**config.mk**
```make
export PLATFORM = sky130hd
export DESIGN_NAME = pcount_ctrl
export DESIGN_NICKNAME = d
export VERILOG_FILES = /design/src/rtl/pcount_pkg.sv /design/src/rtl/bcd_counter3.sv /design/src/rtl/pcount_ctrl.sv
export SDC_FILE = /design/constraint.sdc
export NUM_CORES = 1
export LEC_CHECK = 0
export ABC_CLOCK_PERIOD_IN_PS = 4280
export BUFFER_PORTS_ARGS = -buffer_cell sky130_fd_sc_hd__buf_4
export CORE_ASPECT_RATIO = 1.2
export CORE_UTILIZATION = 30
export DETAILED_ROUTE_END_ITERATION = 10
export SYNTH_ARGS = -nofsm -noshare
export SYNTH_HDL_FRONTEND = slang
export SYNTH_HIERARCHICAL = 1
export SYNTH_SLANG_ARGS = --single-unit
```
**constraint.sdc**
```tcl
create_clock -name clk -period 4.28 [get_ports clk]
set_input_delay 0.642 -clock clk [delete_from_list [all_inputs] [get_ports clk]]
set_output_delay 0.642 -clock clk [all_outputs]
set_load 0.01 [all_outputs]
```
**src/rtl/pcount_pkg.sv**
```systemverilog
// Shared types and constants for the pulse-count window controller.
package pcount_pkg;

  typedef enum logic [1:0] {
    StCount  = 2'd0,
    StShiftH = 2'd1,
    StShiftT = 2'd2,
    StShiftO = 2'd3
  } state_e;

  typedef logic [3:0] bcd_digit_t;

  typedef struct packed {
    bcd_digit_t h;
    bcd_digit_t t;
    bcd_digit_t o;
  } bcd3_t;

  localparam bcd_digit_t BLANK_DIGIT = 4'hF;
  localparam bcd_digit_t BCD_MAX_H   = 4'd9;
  localparam bcd_digit_t BCD_MAX_T   = 4'd9;
  localparam bcd_digit_t BCD_MAX_O   = 4'd9;

  function automatic logic bcd3_is_max(input bcd3_t v);
    return (v.h == BCD_MAX_H) && (v.t == BCD_MAX_T) && (v.o == BCD_MAX_O);
  endfunction

endpackage

```
**src/rtl/bcd_counter3.sv**
```systemverilog
// Three-digit saturating BCD counter with synchronous clear. Outputs show the value and
// saturate flag as they stand after this cycle's increment, before any clear.
module bcd_counter3
  import pcount_pkg::*;
(
  input  logic  clk,
  input  logic  rst,
  input  logic  clr,
  input  logic  inc,
  output bcd3_t count,
  output logic  sat
);

  bcd3_t count_q, count_d;
  logic  sat_q, sat_d;

  always_comb begin
    count_d = count_q;
    sat_d   = sat_q;
    if (inc) begin
      if (bcd3_is_max(count_q)) begin
        sat_d = 1'b1;
      end else if (count_q.o != 4'd9) begin
        count_d.o = count_q.o + 4'd1;
      end else begin
        count_d.o = 4'd0;
        if (count_q.t != 4'd9) begin
          count_d.t = count_q.t + 4'd1;
        end else begin
          count_d.t = 4'd0;
          count_d.h = count_q.h + 4'd1;
        end
      end
    end
  end

  always_ff @(posedge clk) begin
    if (!rst) begin
      count_q <= '0;
      sat_q   <= 1'b0;
    end else if (clr) begin
      count_q <= '0;
      sat_q   <= 1'b0;
    end else begin
      count_q <= count_d;
      sat_q   <= sat_d;
    end
  end

  assign count = count_d;
  assign sat   = sat_d;

endmodule

```
**src/rtl/pcount_ctrl.sv**
```systemverilog
// Windowed pulse counter: counts pulses per WINDOW_TICKS ticks and shifts the BCD result
// out as three digits. Define PCOUNT_CTRL_LEADZ_EN for leading-zero blanking.
module pcount_ctrl
  import pcount_pkg::*;
#(
  parameter int unsigned WINDOW_TICKS = 15
) (
  input  logic       clk,
  input  logic       rst,
  input  logic       tick,
  input  logic       pulse,
  output logic [3:0] q_out,
  output logic       iden,
  output logic       busy,
  output logic       done,
  output logic       ovf
);

  localparam logic [7:0] LAST_TICK = 8'(WINDOW_TICKS - 1);

  state_e     state_q, state_d;
  logic [7:0] tcnt_q, tcnt_d;
  bcd3_t      snap_q, snap_d;
  bcd3_t      pend_snap_q, pend_snap_d;
  logic       pend_q, pend_d;
  logic       done_q;
  logic       ovf_q;
  logic       close;
  bcd3_t      cnt_nxt;
  logic       sat_nxt;

  // The closing-cycle pulse is included in cnt_nxt, then the clear wins in the counter.
  bcd_counter3 u_bcd (
    .clk   (clk),
    .rst   (rst),
    .clr   (close),
    .inc   (pulse),
    .count (cnt_nxt),
    .sat   (sat_nxt)
  );

  always_comb begin
    close  = tick && (tcnt_q == LAST_TICK);
    tcnt_d = tcnt_q;
    if (tick) begin
      tcnt_d = close ? 8'd0 : tcnt_q + 8'd1;
    end
  end

  always_comb begin
    state_d     = state_q;
    snap_d      = snap_q;
    pend_snap_d = pend_snap_q;
    pend_d      = pend_q;
    unique case (state_q)
      StCount: begin
        // A held-over window goes first; a close in this same cycle is dropped.
        if (pend_q) begin
          snap_d  = pend_snap_q;
          pend_d  = 1'b0;
          state_d = StShiftH;
        end else if (close) begin
          snap_d  = cnt_nxt;
          state_d = StShiftH;
        end
      end
      StShiftH: state_d = StShiftT;
      StShiftT: state_d = StShiftO;
      StShiftO: state_d = StCount;
      default:  state_d = StCount;
    endcase
    if ((state_q != StCount) && close && !pend_q) begin
      pend_d      = 1'b1;
      pend_snap_d = cnt_nxt;
    end
  end

  always_ff @(posedge clk) begin
    if (!rst) begin
      state_q     <= StCount;
      tcnt_q      <= 8'd0;
      snap_q      <= '0;
      pend_snap_q <= '0;
      pend_q      <= 1'b0;
      done_q      <= 1'b0;
      ovf_q       <= 1'b0;
    end else begin
      state_q     <= state_d;
      tcnt_q      <= tcnt_d;
      snap_q      <= snap_d;
      pend_snap_q <= pend_snap_d;
      pend_q      <= pend_d;
      done_q      <= (state_q == StShiftO);
      if (close) begin
        ovf_q <= sat_nxt;
      end
    end
  end

  always_comb begin
    q_out = 4'h0;
    unique case (state_q)
      StCount: q_out = 4'h0;
`ifdef PCOUNT_CTRL_LEADZ_EN
      StShiftH: q_out = (snap_q.h == 4'd0) ? BLANK_DIGIT : snap_q.h;
      StShiftT: q_out = ((snap_q.h == 4'd0) && (snap_q.t == 4'd0)) ? BLANK_DIGIT : snap_q.t;
`else
      StShiftH: q_out = snap_q.h;
      StShiftT: q_out = snap_q.t;
`endif
      StShiftO: q_out = snap_q.o;
      default:  q_out = 4'h0;
    endcase
  end

  assign iden = (state_q != StCount);
  assign busy = (state_q != StCount);
  assign done = done_q;
  assign ovf  = ovf_q;

endmodule

```
# After elaboration in Yosys (flattened, before gate mapping)
# Cells that the tools add are included.
# totals
regBits	50
inputBits	4
output_inout_bits	8
word_cells	59
# op_classes
add_sub_neg	4
eq_ne	10
mux	17
n_bitwise	1
n_reduce_logical	12
# ops
op	count
$mux 12	4
$mux 8	2
$pmux 4 s4	1
$add 4x1->4 const B	3
$eq 4x4->1 const B	3
$mux 4	3
$add 8x1->8 const B	1
$eq 8x4->1 const B	1
$ne 4x4->1 const B	2
$pmux 2 s4	1
$reduce_bool 2->1	3
$logic_and 1x1->1	5
$eq 2x2->1 const B	2
$mux 1	4
$mux 2	2
$ne 3x3->1 const B	1
$eq 2x1->1 const B	1
$logic_not 2->1	1
$reduce_and 2->1	1
$reduce_or 2->1	1
$logic_not 1->1	1
$not 1->1	1

# Depth between registers and ports, before layout
# Gate-level depths: netlist of the first run.
# logic_depth
ltp_word	7
mapped_depth	10

# By module
# Netlist of the first run, hierarchy kept.
# by_module_without_submodules
module	n_inst	cells_each	area_each_um2	seq_area_each_um2
pcount_ctrl	1	248	2194.6	740.7
bcd_counter3	1	88	715.7	260.2

# Worst setup path after synthesis of the first run
# No wires, ideal clock.
# synth_path
kind	input port to flip-flop
from	input tick
to	register u_bcd/count_q[5] in the netlist's numbering
setup_time_ns	0.128
arrival_ns	1.824
path_slack_ns	2.328
path_stages	8
path_buffers	4
cell_sequence	and4bb_1 > buf_6 > and2_4 > buf_6 > buf_6 > nand2b_1 > clkbuf_1 > nor2b_1
# synth_via
elab_chain_cells	2
# synth_rtl
item	line_no	text
start, declared	pcount_ctrl.sv:10	input logic tick,
$logic_and 1x1->1	pcount_ctrl.sv:43	close = tick && (tcnt_q == LAST_TICK);
via close	pcount_ctrl.sv:28	logic close;
$reduce_or 2->1 (no line)	-	
end signal, assigned	bcd_counter3.sv:45	count_q <= count_d;
end, declared	bcd_counter3.sv:14	bcd3_t count_q, count_d;
# The timed path passes the listed nets, and every way through them passes these cells.
# A chain may end at the register's enable or synchronous reset.

# Worst setup path in the final report of the first run
# layout_path
from	register state_q[0]
to	output busy
# layout_via
elab_chain_cells	1
# layout_rtl
item	line_no	text
start, declared	pcount_ctrl.sv:21	state_e state_q, state_d;
start signal, assigned	pcount_ctrl.sv:80	state_q <= StCount;
start signal, assigned	pcount_ctrl.sv:88	state_q <= state_d;
$reduce_bool 2->1	pcount_ctrl.sv:117	assign busy = (state_q != StCount);
end, declared	pcount_ctrl.sv:14	output logic busy,
# No other way between the ends.

==> qor.csv, run 1 <==
stage,metric,value,unit
final_layout,area grow syn2layout,9.46,%
logic_synthesis,Ys Warns,6,
place,Inst Count DP,447,
place,Worst Setup Slack post-DPL,1.71,ns
logic_synthesis,Syn Area/Cell,8.66,sq um
logic_synthesis,"EDFF count, synth",0,
logic_synthesis,Synth area leader,dfxtp_1,
floorplan,die area,10100,sq um
clock_network,total CTS buffers,5,
job,max_cap viols,0,
timing,setup TNS,0,ns
routing,drc violations,0,
final_layout,Nets,343,
worst_setup_path,max incr delay on CP,0.84,ns
clock_network,worst skew pair latency,0.29,ns
worst_setup_path,CP arrival,2.00,ns
timing,Worst slew margin,0.200,
power_and_ir_drop,power density over cell area,297,nW/um^2
clock_network,# clock sinks,50,
worst_setup_path,CP Max Fanout,32,
floorplan,Initial Utilization,0.307,
logic_synthesis,mapped cell area,2910,sq um
logic_synthesis,"Top FF cell, synth",dfxtp_1,
floorplan,core region area,9470,sq um
clock_network,CTS tree,built,
clock_network,post-CTS setup buffer count,0,
power_and_ir_drop,worst vdd ir,0.000133,V
global_route,antenna violations before repair,0,
final_layout,"commonest non-fill, non-tap cells in the layout","dfxtp_1, nand2_1, o21ai_0, nor2b_1, nand4_1",
clock_network,maximum clock insertion buffer count,2,
clock_network,hold-fix buffers at CTS,0,
timing,fin crit share,0.617,
hold_path,min-delay worst type,register to register,
clock_network,Worst-path clk slew,0.06,ns
timing,RSZ-0062 raised after global routing,no,
worst_setup_path,CP Launch Type,register,
timing,fin crit period,2.64,ns
worst_setup_path,Worst path top cell family by delay,adder cells,
place,GP Congestion,0.729,
power_and_ir_drop,Static Leak,1.27,nW
logic_synthesis,Synth Register Bits,50,
floorplan,Die Ht,110,um
timing,worst slew pin tran,1.20,ns
logic_synthesis,synth top area cells,"dfxtp_1, nand2_1, mux2_2",
logic_synthesis,synthesized instance count,336,
final_layout,share of layout cells above drive strength 1,0.148,
routing,Iteration-0 DRC Markers,185,
place,Detailed Place HPWL,4.19,mm
logic_synthesis,"Net Count, Synth",348,
worst_setup_path,worst setup path category,register to output pin,
logic_synthesis,synth unique cells,51,
logic_synthesis,"Async S/R FF share, synth",0,
worst_setup_path,Worst Path Required,3.64,ns
timing,clk_skew,0.00428,ns
routing,vias,2383,
routing,1st-pass router iterations,4,
timing,count of final setup violators,0,
timing,upper clock frequency limit,378,MHz
floorplan,row count,39,
worst_setup_path,cell at the slowest stage of the critical path,ha_1,
routing,final wirelength,6.24,mm
clock_network,CTS Root Cell,clkbuf_16,
logic_synthesis,post-synth top area share,0.344,
worst_setup_path,critical-path cell list,"inv_1, ha_1, inv_1, buf_4",
timing,Pins Over Slew Limit,0,
worst_setup_path,most frequent cell on the critical path,inv_1,
logic_synthesis,sequential area share after synthesis,0.344,
place,IO Port Bufs,11,
final_layout,# diodes,0,
outcome,run status,"finished, final reports clean",
final_layout,"commonest non-fill, non-tap cell in the layout",dfxtp_1,
routing,routed vias/inst,5.24,
global_route,GRT Residual Overflow,0,
worst_setup_path,crit end category,output pin,
global_route,first-pass GRT wire length,10.7,mm
clock_network,H-tree depth,2,
floorplan,chip width,91.9,um
clock_network,post-cts resize count,0,
floorplan,num ports,12,
final_layout,"non-filler cells, final",455,
timing,final hold violations,0,
global_route,largest net degree at the start of global routing,59,
global_route,vias in the first global route,2216,
timing,setup ws final,1.64,ns
routing,ANT nets after route,0,
worst_setup_path,Buf/Inv on CP,3,
routing,Avg WL per Cell,13.7,um
global_route,GRT Total Usage,0.131,
-- worst paths after layout --
kind | from | end | slack, ns | depth (start not counted)
max | state_q[0] | busy | 1.64 | 4
min | u_bcd/sat_q | u_bcd/sat_q | 0.46 | 2
max reg2reg | tcnt_q[0] | u_bcd/count_q[11] | 1.88 | 6
min reg2reg | u_bcd/sat_q | u_bcd/sat_q | 0.46 | 2
-- area by class of cell --
| cell class | count | area [sq um] |
|---|---|---|
| multi-input combinational | 252 | 1740 |
| inverter | 11 | 41.3 |
| timing repair buffer | 11 | 82.6 |
| sequential | 50 | 1000 |
| tap | 123 | 154 |
| fill | 1000 | 6280 |
| clock buffer | 8 | 166 |
-- Yosys cell counts (4+ instances only) --
library cell and n:
dfxtp_1 50, nand2_1 47, nor2b_1 20, o21ai_0 20, nand4_1 17, nand3b_1 14
and3_1 13, clkbuf_1 13, mux2_2 13, mux2i_1 13, a21oi_1 12, inv_1 11
nor2_1 10, ha_1 8, o211ai_2 8, o211ai_1 5, a211o_1 4, a222oi_1 4
buf_6 4, nand3_1 4, or3_1 4
-- flip-flops by register name, summed over array words and instances (netlist names) --
register / count
tcnt_q: 8
state_q: 2
pend_snap_q: 12
u_bcd/sat_q: 1
pend_q: 1
snap_q: 12
done: 1
u_bcd/count_q: 12
ovf: 1
-- logic make-up (layout without fill, tap and decap cells) --
logic type,count (synthesis),count (layout),share of synthesized area
AO/OA/AOI/OAI,63,63,0.158
AND/OR/NAND/NOR,150,150,0.296
XOR/XNOR,5,5,0.0151
adder cells (fa/ha/maj),8,8,0.0344
buffers and inverters,34,30,0.0580
multiplexers,26,26,0.0950
flip-flops,50,50,0.344
-- routing by layer --
layer,GRT usage,up-vias,share of wire
met5,0,-,0
met4,0.0402,0,0.0093
met3,0.0235,5,0.024
met2,0.207,31,0.45
met1,0.180,1151,0.52
li1,-,1196,-
-- metrics by stage --
step,hold WS (ns),cell area [sq um],utilization,total power [mW]
floorplan,0.431,2910,-,0.512
global placement,0.443,3020,0.319,0.521
detailed placement,0.453,3020,0.319,0.522
CTS,0.463,3190,0.337,0.956
global route,0.487,3190,0.337,0.981
finish,0.457,3190,0.337,0.946
-- worst register-to-register path, stage by stage, from the launching register on --
cell and delay (ns):
dfxtp_1 0.35, inv_1 0.07, ha_1 0.18, and4bb_1 0.69, and2_4 0.41, nand2b_1 0.48, nor2b_1 0.11
-- power by group --
| group | total [mW] | switching [mW] | internal, mW |
|---|---|---|---|
| logic | 0.0368 | 0.0247 | 0.0121 |
| registers | 0.475 | 0.00562 | 0.469 |
| clock network | 0.435 | 0.170 | 0.265 |
(Power assumes the default switching activity.)
==> run 2, diff against run 1 <==
--- a/config.mk
+++ b/config.mk
@@ -5,7 +5,8 @@
 export SDC_FILE = /design/constraint.sdc
 export NUM_CORES = 1
 export LEC_CHECK = 0
-export ABC_CLOCK_PERIOD_IN_PS = 4280
+export ABC_AREA = 1
+export ABC_CLOCK_PERIOD_IN_PS = 2700
 export BUFFER_PORTS_ARGS = -buffer_cell sky130_fd_sc_hd__buf_4
 export CORE_ASPECT_RATIO = 1.2
 export CORE_UTILIZATION = 30
==> constraint.sdc (replaced) <==
create_clock -name clk -period 2.7 [get_ports clk]
set_input_delay 0.405 -clock clk [delete_from_list [all_inputs] [get_ports clk]]
set_output_delay 0.405 -clock clk [all_outputs]
set_load 0.01 [all_outputs]
==> run 2 against run 1 <==
Net effect: critical path depth is 3 higher; clock power is 24% higher; global-route usage is 0.66 points lower; combinational power grew to 6.4 times the previous value; first-iteration DRC count is 30% lower; final cell count is 18% higher; utilization is 0.67 points higher; die area is 6.1% lower; largest cell class unchanged; highest routed layer unchanged.
==> qor.csv, run 2 <==
stage,metric,value,unit,change
outcome,run status,"finished, final reports clean",,
final_layout,share of layout cells above drive strength 1,0.119,,-0.0288
timing,worst hold margin,0.410,ns,-0.0477 ns
clock_network,# clock sinks,50,,unchanged
timing,setup TNS,0,ns,unchanged
logic_synthesis,Syn Area/Cell,6.54,sq um,-24%
global_route,GRT Residual Overflow,0,,unchanged
logic_synthesis,synth unique cells,30,,-41%
worst_setup_path,CP Launch Type,register,,
floorplan,Initial Utilization,0.314,,+0.00611
logic_synthesis,mapped cell area,2730,sq um,-6.2%
global_route,GR peak layer,met2,,
logic_synthesis,sequential area share after synthesis,0.367,,+0.0229
clock_network,hold-fix buffers at CTS,0,,unchanged
routing,Iteration-0 DRC Markers,129,,-30%
global_route,first-pass GRT wire length,9.45,mm,-12%
worst_setup_path,cell at the slowest stage of the critical path,dfxtp_1,,
timing,fin crit period,2.09,ns,
global_route,GR Util met1,0.154,,-0.0259
routing,vias,2309,,-3.1%
clock_network,CTS Root Cell,clkbuf_8,,
floorplan,row count,37,,-5.1%
logic_synthesis,synth top area cells,"dfxtp_1, nand2_1, inv_1",,
power_and_ir_drop,worst vdd ir,0.000206,V,+55%
routing,1st-pass router iterations,4,,unchanged
worst_setup_path,CP arrival,1.68,ns,-0.32 ns
worst_setup_path,max incr delay on CP,0.35,ns,-0.49 ns
final_layout,Final Core Density,0.343,,+0.00665
timing,Pins Over Slew Limit,0,,unchanged
logic_synthesis,most common cell in the synthesized netlist,nand2_1,,
floorplan,die area,9480,sq um,-6.1%
logic_synthesis,"Async S/R FF share, synth",0,,unchanged
logic_synthesis,Synth area leader,dfxtp_1,,
logic_synthesis,synthesized instance count,417,,+24%
clock_network,CTS tree,built,,
timing,fin crit share,0.774,,
global_route,met2 Track Usage GR,0.211,,+0.00363
timing,clk_skew,0.0119,ns,+0.00761 ns
clock_network,maximum clock insertion buffer count,2,,unchanged
logic_synthesis,"EDFF count, synth",0,,unchanged
routing,drc violations,0,,unchanged
logic_synthesis,Synth Register Bits,50,,unchanged
final_layout,Nets,433,,+26%
place,GP Congestion,0.739,,+1.4%
power_and_ir_drop,Static Leak,1.42,nW,+12%
global_route,met3 Use GR,0.0233,,-0.000221
global_route,antenna violations before repair,0,,unchanged
timing,Worst slew margin,0.493,,+0.293
final_layout,"commonest non-fill, non-tap cells in the layout","nand2_1, inv_1, nor2_1, dfxtp_1, a21oi_1",,
timing,final hold violations,0,,unchanged
timing,upper clock frequency limit,479,MHz,
power_and_ir_drop,power density over cell area,517,nW/um^2,+74%
floorplan,chip width,89.1,um,-3.1%
timing,setup ws final,0.612,ns,-1.03 ns
floorplan,core region area,8700,sq um,-8.1%
clock_network,post-CTS setup buffer count,0,,unchanged
worst_setup_path,worst setup path category,register to output pin,,
clock_network,total CTS buffers,5,,unchanged
final_layout,"commonest non-fill, non-tap cell in the layout",nand2_1,,
timing,count of final setup violators,0,,unchanged
hold_path,min-delay worst type,primary input to register,,
routing,final wirelength,5.18,mm,-17%
logic_synthesis,post-synth top area share,0.367,,+0.0229
place,IO Port Bufs,11,,unchanged
final_layout,biggest regs,"pend_snap_q: 12 flops, snap_q: 12 flops, u_bcd/count_q: 12 flops",,
clock_network,Worst-path clk slew,0.10,ns,+0.04 ns
floorplan,num ports,12,,unchanged
logic_synthesis,"Top FF cell, synth",dfxtp_1,,
logic_synthesis,"Net Count, Synth",429,,+23%
floorplan,Die Ht,106,um,-3.1%
routing,ANT nets after route,0,,unchanged
final_layout,area grow syn2layout,9.45,%,about the same
worst_setup_path,most frequent cell on the critical path,inv_1,,
worst_setup_path,CP Max Fanout,28,,-13%
place,Detailed Place HPWL,3.75,mm,-10%
global_route,largest net degree at the start of global routing,33,,-44%
final_layout,# diodes,0,,unchanged
logic_synthesis,Ys Warns,6,,unchanged
routing,Avg WL per Cell,9.62,um,-30%
worst_setup_path,crit end category,output pin,,
worst_setup_path,Worst Path Required,2.30,ns,-1.34 ns
global_route,GRT Total Usage,0.124,,-0.00656
job,max_cap viols,0,,unchanged
logic_synthesis,"top cells by count, synth","nand2_1, inv_1, nor2_1",,
timing,RSZ-0062 raised after global routing,no,,
worst_setup_path,critical-path cell list,"inv_1, ha_1, buf_4, inv_1, nand2_1, inv_1, buf_4",,
clock_network,worst skew pair latency,0.30,ns,about the same
clock_network,post-cts resize count,0,,unchanged
power_and_ir_drop,post-layout power,1.54,mW,+63%
timing,worst slew pin tran,0.759,ns,-0.439 ns
global_route,vias in the first global route,2250,,+1.5%
clock_network,H-tree depth,2,,unchanged
place,Worst Setup Slack post-DPL,0.887,ns,-0.821 ns
routing,routed vias/inst,4.29,,-18%
## run 2: cell count changes after synthesis, sizes merged, moves of 13 or more
cell | before | now
a21oi | 12 | 46
inv | 11 | 69
mux2 | 13 | 0
mux2i | 13 | 0
nand2 | 47 | 121
nand3 | 5 | 32
nand3b | 14 | 1
nand4 | 17 | 3
nor2 | 10 | 59
nor2b | 20 | 0
o211ai | 13 | 0
## run 2: through the flow
| step | area (sq um) | cells |
|---|---|---|
| after floorplan | 2730 | 417 |
| after global placement | 2870 | 531 |
| after detailed placement | 2870 | 531 |
| after CTS | 2990 | 538 |
| after global routing | 2990 | 538 |
| final | 2990 | 538 |
## run 2: power by group
group | switching, mW | leakage, nW | internal (mW)
Sequential | 0.0155 | 0.404 | 0.752
Clock | 0.243 | 0.0573 | 0.297
Combinational | 0.163 | 0.955 | 0.0737
Total | 0.422 | 1.42 | 1.12
## run 2: critical path: cells and delay by family, from the launching register on
kind | cells | cell delay (ns)
buf+inv | 5 | 0.73
simple gates | 1 | 0.09
flops | 1 | 0.35
fa+ha+maj | 1 | 0.20
## run 2: final cells by class
cell class                      count  area (sq um)
Tap cell                          117           146
Clock inverter                      1          30.0
Inverter                           69           259
Timing Repair Buffer               12          90.1
Clock buffer                        6          82.6
Multi-Input combinational cell    283          1380
Sequential cell                    50          1000
Fill cell                         967          5720
## run 2: path summary, 6_finish.rpt
check             cells past startpoint  slack (ns)        start              to
setup / recovery                      7        0.61   state_q[1]        q_out[2]
hold / removal                        3        0.41         tick       tcnt_q[0]
setup reg to reg                      6        0.87   state_q[0]  pend_snap_q[4]
hold reg to reg                       2        0.47  u_bcd/sat_q     u_bcd/sat_q
## run 2: cell families after synthesis
| family | Yosys count | share of synthesized area |
|---|---|---|
| AOI/OAI and AO/OA | 56 | 0.117 |
| xor gates and xnor gates | 1 | 0.00321 |
| adders and majority gates | 8 | 0.0367 |
| buffers and inverters | 84 | 0.128 |
| DFF | 50 | 0.367 |
| and+or+nand+nor | 218 | 0.348 |
## run 2: metal layers
metal	up-vias	routed length, um
met5	-	0
met4	0	77
met3	4	100
met2	23	2430
met1	998	2570
li1	1284	-
==> run 3, diff against run 2 <==
--- a/config.mk
+++ b/config.mk
@@ -5,8 +5,8 @@
 export SDC_FILE = /design/constraint.sdc
 export NUM_CORES = 1
 export LEC_CHECK = 0
-export ABC_AREA = 1
-export ABC_CLOCK_PERIOD_IN_PS = 2700
+export ABC_AREA = 0
+export ABC_CLOCK_PERIOD_IN_PS = 1900
 export BUFFER_PORTS_ARGS = -buffer_cell sky130_fd_sc_hd__buf_4
 export CORE_ASPECT_RATIO = 1.2
 export CORE_UTILIZATION = 30
==> constraint.sdc (replaced) <==
create_clock -name clk -period 1.9 [get_ports clk]
set_input_delay 0.285 -clock clk [delete_from_list [all_inputs] [get_ports clk]]
set_output_delay 0.285 -clock clk [all_outputs]
set_load 0.01 [all_outputs]
==> run 3 against run 2 <==
Net effect: critical path depth stayed put; sequential power rose by 39%; utilization increased by 1.2 points; combinational power shrank 61%; register-to-register slack got worse by 0.78 ns; count of clock-buffer cells in the layout rose by 1; final cell count fell by 12%.
==> qor.csv, run 3 (synthesis results as in run 1) <==
stage,metric,value,unit,change
final_layout,biggest regs,"pend_snap_q: 12 flops, snap_q: 12 flops, u_bcd/count_q: 12 flops",,
routing,Iteration-0 DRC Markers,99,,-23%
worst_setup_path,Worst path top cell family by delay,simple AND/OR/NAND/NOR gates,,
floorplan,chip width,91.9,um,+3.2%
timing,setup ws final,0.0901,ns,-0.521 ns
power_and_ir_drop,power density over cell area,646,nW/um^2,+25%
final_layout,share of layout cells above drive strength 1,0.216,,+0.0968
routing,ANT nets after route,0,,unchanged
global_route,vias in the first global route,2332,,+3.6%
place,GP Congestion,0.852,,+15%
power_and_ir_drop,worst vdd ir,0.000330,V,+60%
worst_setup_path,CP Launch Type,register,,
worst_setup_path,critical-path cell list,"inv_1, ha_1, and4bb_1, and2_4, nand2b_1, buf_4, a211oi_1",,
hold_path,min-delay worst type,primary input to register,,
worst_setup_path,max incr delay on CP,0.37,ns,+0.02 ns
worst_setup_path,worst setup path category,register to register,,
final_layout,area grow syn2layout,15.5,%,
worst_setup_path,crit end category,register,,
timing,final hold violations,0,,unchanged
place,IO Port Bufs,11,,unchanged
floorplan,core region area,9470,sq um,+8.8%
floorplan,Initial Utilization,0.307,,-0.00611
timing,upper clock frequency limit,553,MHz,
global_route,antenna violations before repair,0,,unchanged
timing,RSZ-0062 raised after global routing,no,,
place,Worst Setup Slack post-DPL,0.0269,ns,-0.860 ns
global_route,GRT Total Usage,0.137,,+0.0124
clock_network,CTS tree,built,,
timing,setup TNS,0,ns,unchanged
worst_setup_path,CP Max Fanout,13,,-54%
global_route,largest net degree at the start of global routing,40,,+21%
global_route,GRT Residual Overflow,0,,unchanged
clock_network,worst skew pair latency,0.29,ns,about the same
final_layout,"commonest non-fill, non-tap cells in the layout","nand2_1, dfxtp_1, buf_4, nor2b_1, o21ai_0",,
timing,worst slew pin tran,0.481,ns,-0.278 ns
outcome,run status,"finished, final reports clean",,
global_route,first-pass GRT wire length,11.0,mm,+17%
timing,fin crit share,0.953,,
clock_network,maximum clock insertion buffer count,2,,unchanged
timing,Worst slew margin,0.679,,+0.186
timing,fin crit period,1.81,ns,
routing,Avg WL per Cell,13.8,um,+43%
job,max_cap viols,0,,unchanged
clock_network,total CTS buffers,5,,unchanged
power_and_ir_drop,Static Leak,1.35,nW,-4.8%
worst_setup_path,Buf/Inv on CP,2,,-3
routing,final wirelength,6.48,mm,+25%
worst_setup_path,CP arrival,2.00,ns,+0.32 ns
final_layout,# diodes,0,,unchanged
clock_network,H-tree depth,2,,unchanged
clock_network,# clock sinks,50,,unchanged
timing,Pins Over Slew Limit,0,,unchanged
place,Detailed Place HPWL,4.46,mm,+19%
power_and_ir_drop,post-layout power,2.17,mW,+41%
routing,vias,2432,,+5.3%
routing,routed vias/inst,5.16,,+20%
clock_network,Worst-path clk slew,0.07,ns,-0.03 ns
floorplan,Die Ht,110,um,+3.2%
timing,clk_skew,0.00531,ns,-0.00657 ns
timing,count of final setup violators,0,,unchanged
floorplan,die area,10100,sq um,+6.5%
final_layout,Nets,359,,-17%
floorplan,num ports,12,,unchanged
routing,drc violations,0,,unchanged
routing,1st-pass router iterations,5,,+1
worst_setup_path,Worst Path Required,2.09,ns,-0.21 ns
worst_setup_path,cell at the slowest stage of the critical path,dfxtp_2,,
clock_network,CTS Root Cell,clkbuf_16,,
floorplan,row count,39,,+5.4%
run 3: cell count changes in the layout (fill, tap and decap cells not counted), sizes merged, moves of 15 or more:
cell and delta:
nand3 -27, nor2 -49, inv -58, buf +15, a21oi -34, nor2b +20, nand2 -74
run 3: metal layers:
layer  up-vias  share of wire  global-route usage
met4         0          0.023              0.0804
met3        11          0.025              0.0228
li1       1229              -                   -
met5         -              0                   0
met2        40           0.46               0.218
met1      1152           0.49               0.174
run 3: area by class of cell:
cell class / instances / area, sq um
Fill cell: 997 / 6110
Multi-Input combinational cell: 252 / 1780
Sequential cell: 50 / 1010
Timing Repair Buffer: 27 / 215
Tap cell: 123 / 154
Clock buffer: 7 / 133
Inverter: 11 / 41.3
Clock inverter: 1 / 30.0
run 3: path summary, 6_finish.rpt:
check	slack (ns)	startpoint	cells after the start	to
setup / recovery	0.09	tcnt_q[0]	7	u_bcd/count_q[0]
hold / removal	0.34	tick	4	tcnt_q[0]
setup reg to reg	0.09	tcnt_q[0]	7	u_bcd/count_q[0]
hold reg to reg	0.45	u_bcd/sat_q	2	u_bcd/sat_q
run 3: worst register-to-register path, stage by stage (launching register included):
cell and delay [ns]:
dfxtp_2 0.37, inv_1 0.05, ha_1 0.21, and4bb_1 0.32, and2_4 0.22, nand2b_1 0.13, buf_4 0.19, a211oi_1 0.23
run 3: per-stage QoR:
step	util	instances	hold WS, ns	area [sq um]
2_1_floorplan	-	336	0.431	2920
3_3_place_gp	0.331	460	0.440	3130
3_5_place_dp	0.331	460	0.445	3130
4_1_cts	0.348	468	0.334	3300
5_1_grt	0.355	471	0.349	3360
6_report	0.355	471	0.342	3360
run 3: repair_timing:
item	CTS	global route
pin swaps	0	3
setup endpoints to repair	4	9
setup buffers	0	3
gates resized for setup	1	15
hold buffers	0	0
run 3: power breakdown:
group	internal [mW]	total, mW	switching [mW]	leakage [nW]
registers	1.06	1.07	0.0133	0.406
logic	0.0336	0.0928	0.0592	0.865
clock network	0.623	1.01	0.386	0.0781
